$ cat config.mk
export PLATFORM = sky130hd
export DESIGN_NAME = error_vector_writer
export DESIGN_NICKNAME = d
export VERILOG_FILES = /design/src/rtl/error_vector_writer.sv
export SDC_FILE = /design/constraint.sdc
export NUM_CORES = 2
export LEC_CHECK = 0
export BUFFER_PORTS_ARGS = -buffer_cell sky130_fd_sc_hd__buf_2
export CAP_MARGIN = 20
export CORE_MARGIN = 3
export CORE_UTILIZATION = 41
export DETAILED_ROUTE_END_ITERATION = 8
export PLACE_DENSITY = 0.59
export SETUP_SLACK_MARGIN = 0.5
export SYNTH_ARGS = -nofsm -noshare
export SYNTH_HDL_FRONTEND = slang
export SYNTH_SLANG_ARGS = --single-unit
export TNS_END_PERCENT = 100
$ cat constraint.sdc
create_clock -name clk -period 12.4 [get_ports clk]
set_clock_uncertainty 0.15 [all_clocks]
set_input_delay 3.72 -clock clk [delete_from_list [all_inputs] [get_ports clk]]
set_output_delay 3.72 -clock clk [all_outputs]
set_load 0.03 [all_outputs]
$ cat src/rtl/error_vector_writer.sv
// error_vector_writer: stores a run of signed error samples, tracks |e| sum/max, and exposes a sync read port
module error_vector_writer #(
  parameter int N_SAMPLES = 150,
  parameter int W = 20,
  parameter int AW = 8
) (
  input  logic          clk,
  input  logic          rst,
  input  logic          start,
  input  logic          in_valid,
  input  logic [W-1:0]  in_data,
  output logic          in_ready,
  output logic [AW-1:0] count,
  output logic          done,
  output logic [W+AW-1:0] sum_abs,
  output logic [W-1:0]  max_abs,
  input  logic          rd_en,
  input  logic [AW-1:0] rd_addr,
  output logic [W-1:0]  rd_data,
  output logic          rd_valid
);
  typedef enum logic [1:0] {IDLE, COLLECT, DONE} state_t;
  state_t state, state_nxt;
  logic [W-1:0] mem [N_SAMPLES];
  logic xfer;
  logic [W-1:0] abs_in;
  assign in_ready = state == COLLECT;
  assign done = state == DONE;
  // transfer decode, magnitude (most-negative value maps to 2^(W-1) unsigned), next state; start overrides a same-cycle sample
  always_comb begin
    xfer = in_valid && state == COLLECT && !start;
    abs_in = in_data[W-1] ? -in_data : in_data;
    state_nxt = start ? COLLECT : (xfer && count == AW'(N_SAMPLES - 1)) ? DONE : state;
  end
  // state register
  always_ff @(posedge clk) state <= rst ? IDLE : state_nxt;
  // run counters and statistics, cleared by start
  always_ff @(posedge clk) begin
    if (rst || start) begin
      count <= '0;
      sum_abs <= '0;
      max_abs <= '0;
    end else if (xfer) begin
      count <= count + 1'b1;
      sum_abs <= sum_abs + (W+AW)'(abs_in);
      max_abs <= abs_in > max_abs ? abs_in : max_abs;
    end
  end
  // sample memory; never cleared, overwritten in sample order
  always_ff @(posedge clk) if (xfer && !rst) mem[count] <= in_data;
  // registered read port; out-of-range addresses read as zero, same-cycle write yields old word
  always_ff @(posedge clk) begin
    if (rst) begin
      rd_valid <= 1'b0;
      rd_data <= '0;
    end else begin
      rd_valid <= rd_en;
      if (rd_en) rd_data <= rd_addr < AW'(N_SAMPLES) ? mem[rd_addr] : '0;
    end
  end
endmodule
==> run_results.csv <==
group,metric,value,unit
cells_and_area,layout_common_cells,"edfxtp_1 (3000), mux4_2 (745), clkbuf_16 (329)",
grt,overflow,0,
power_and_ir_drop,finalPower,22.0,mW
clock_network,post_cts_buffers,0,
drt,drc_errors,1,
yosys,syn_area,120000,um^2
sta,period_minus_slack,7.60,ns
clock_network,clock_latency,0.86,ns
sta,worstMarginPinSlew,1.23,ns
sta,period_share,61.3,%
setup_path,reg2reg_to,"mem[148][5]",
setup_path,path_buf_inv,3,
power_and_ir_drop,vdd_drop_max,107,uV
setup_path,reg2reg_from,"state[0]",
min_path,hold_end,"rd_data[9]",
grt,grt_max_degree,139,
cells_and_area,num-fill-cells,23941,
grt,grt_usage,22.6,%
place,numPlacedInstances,9613,
sta,slew_violations,0,
place,port-buffer-count,111,
setup_path,slowest_delay,0.71,ns
yosys,synth_edf_count,3000,
clock_network,clk_pin_slew,0.06,ns
min_path,hold_class,"register to register",
yosys,synth.avg_cell_area,21.3,um^2
yosys,netlist.area_leader.share,74.8,%
flow_run,cap_viol_max_count,0,
die,die_area,300000,um^2
yosys,synth_cells,5653,
sta,finalSetupViolations,0,
die,fp.dieW,548,um
cells_and_area,layout_commonest_cell,"edfxtp_1",
drt,routedWlPerCell,33.6,um
setup_path,cp_max_fo,88,
setup_path,crit_family,"buffers and inverters",
setup_path,worstPathCellList,"buf_12, buf_12, buf_4, mux4_2, mux4_2, a22oi_1, nand3_1, nand3_1, o211ai_1",
min_path,whs_path_depth,2,
yosys,synth-async-reset-ratio,0,%
cells_and_area,drive_above_1_share,27.6,%
min_path,hp-start,"rd_data[9]",
place,gp_congestion,0.879,
drt,vias,61374,
cells_and_area,design_area,137000,um^2
clock_network,root_buffer,"clkbuf_16",
sta,finalHoldViolCount,0,
yosys,yosysUniqueCellTypes,71,
clock_network,htreeDepth,5,
drt,avgViaCountPerCell,6.02,
outcome,status,"finished, violations left",
clock_network,cts_buffers,325,
setup_path,r2r_slack,8.93,ns
yosys,yosysWarnings,0,
sta,fin_setup_tns,0,ns
place,place_area,127000,um^2
setup_path,worstSetupEndpointType,"register",
clock_network,holdBufCountCts,0,
grt,grt_pass1_wl,481000,um
setup_path,cp.required,12.97,ns
die,initial_core_util,41.3,%
yosys,synth_area_leaders,"edfxtp_1 (75%), mux4_2 (14%), mux2i_1 (2.2%)",
drt,ant_nets,0,
setup_path,rr_worst_depth,8,
clock_network,cts_tree,"yes",
yosys,ys_ff_latch,3079,
setup_path,crit_type,"primary input to register",
grt,first_global_vias,61027,
drt,wl,342000,um
setup_path,crit_arrival,8.17,ns
sta,slew-limit-headroom,17.3,%
outcome,failed_checks,"DRC",
sta,clock.fmax,132,MHz
power_and_ir_drop,p_leak,43.3,nW
die,std_cell_rows,198,
cells_and_area,syn_to_final_growth,13.8,%
power_and_ir_drop,p_per_area,160,nW/um^2
drt,drt_iter0_markers,8481,
drt,dr.pass1.iters,9,
grt,antenna_found_initial,18,
die,die_h,548,um
yosys,syn_nets,5734,
setup_path,cp-start-kind,"primary input",
die,core-area,292000,um^2
place,dpl.hpwl,201000,um
clock_network,cts_sinks,3079,
yosys,seq_area_frac_synth,76.1,%
yosys,synth_largest_area_cell,"edfxtp_1",
setup_path,slowest_stage,"a22oi_1",
sta,rsz0062_at_grt,"false",
die,ios,112,
cells_and_area,fin_nets,6121,
yosys,synth_top_flop_cell,"edfxtp_1",
clock_network,clock_path_buffers,4,
clock_network,cts_resized,0,
cells_and_area,layoutNonFillerInstCount,10195,
[tightest hold or removal path, stage by stage, from the launching register on]
cell	delay, ns
dfxtp_1	0.32
nand2_1	0.05
o211ai_1	0.06
[layer usage]
layer | wire length, um | vias up | track usage, % | part of all wire (%)
met5 | 54 | - | 0 | 0.016
met4 | 10800 | 8 | 6.79 | 3.2
li1 | - | 24607 | - | -
met2 | 160000 | 3032 | 35.1 | 47
met1 | 139000 | 33206 | 32.2 | 41
met3 | 32400 | 521 | 4.90 | 9.5
[cells in the mapped netlist (7+ instances only)]
cell type / instances
a211o_1: 8
a211oi_1: 32
a21o_1: 17
a21oi_1: 128
a221o_1: 9
a221oi_1: 8
a22oi_1: 8
a311oi_1: 11
a31oi_1: 8
and2_1: 7
and3_1: 11
buf_1: 25
buf_2: 54
buf_4: 30
buf_6: 53
buf_8: 15
clkbuf_1: 134
dfxtp_1: 79
edfxtp_1: 3000
ha_1: 47
inv_1: 34
mux2i_1: 267
mux4_2: 745
nand2_1: 179
nand2b_1: 11
nand3_1: 76
nand4_1: 9
nor2_1: 231
nor2b_1: 11
nor3_1: 28
nor4_1: 12
o211ai_1: 11
o21ai_0: 53
o21ai_1: 10
o221ai_1: 92
o22ai_1: 53
o311ai_0: 10
o31ai_1: 29
or3_1: 15
or4_1: 8
xnor2_1: 22
xor2_1: 11
[metrics by stage]
stage / setup WS (ns) / hold WS [ns] / util (%)
after floorplan: 4.81 / 0.324 / -
after CTS: 4.94 / 0.322 / 47.0
after global placement: 3.27 / 0.305 / 43.4
after detailed placement: 4.00 / 0.309 / 43.5
final: 4.80 / 0.323 / 47.0
after global routing: 4.62 / 0.358 / 47.0
[power breakdown]
part           internal, mW  switching [mW]
logic                 0.380           0.750
clock network          5.42            3.99
registers              11.4          0.0194
total                  17.2            4.76
[how the worst max path moves through the flow]
stage | from | slack (ns) | to | cells past startpoint
after global placement | rd_addr[0] | 3.27 | rd_data[18] | 8
after CTS | rd_addr[0] | 4.94 | rd_data[10] | 9
after floorplan | in_data[3] | 4.81 | sum_abs[21] | 15
after global routing | rd_addr[0] | 4.62 | rd_data[17] | 9
final | rd_addr[0] | 4.80 | rd_data[17] | 9
after detailed placement | rd_addr[0] | 4.00 | rd_data[10] | 9
[final cells by class]
class	count	area, um^2	share of cell area [%]
diodes	4	10.0	0.00731
clock buffers	401	8510	6.21
repair buffers	374	2980	2.18
well taps	3900	4880	3.56
inverters	36	146	0.107
multi-input cells	2224	27100	19.8
flip-flops and latches	3079	91700	66.9
clock inverters	177	1680	1.23
[sequential cells by signal, summed over array words and instances, names as in the netlist]
| name | flops |
|---|---|
| count | 8 |
| max_abs | 20 |
| mem | 3000 |
| rd_data | 20 |
| rd_valid | 1 |
| state | 2 |
| sum_abs | 28 |
[cells by family after synthesis]
group,count (synthesis),synth area share (%)
multiplexers,1014,16.2
XOR/XNOR,33,0.240
AO/OA/AOI/OAI,523,3.01
buffers and inverters,350,1.75
adder cells (fa/ha/maj),48,0.505
flip-flops,3079,76.1
AND/OR/NAND/NOR,606,2.21
(Power assumes the default switching activity.)
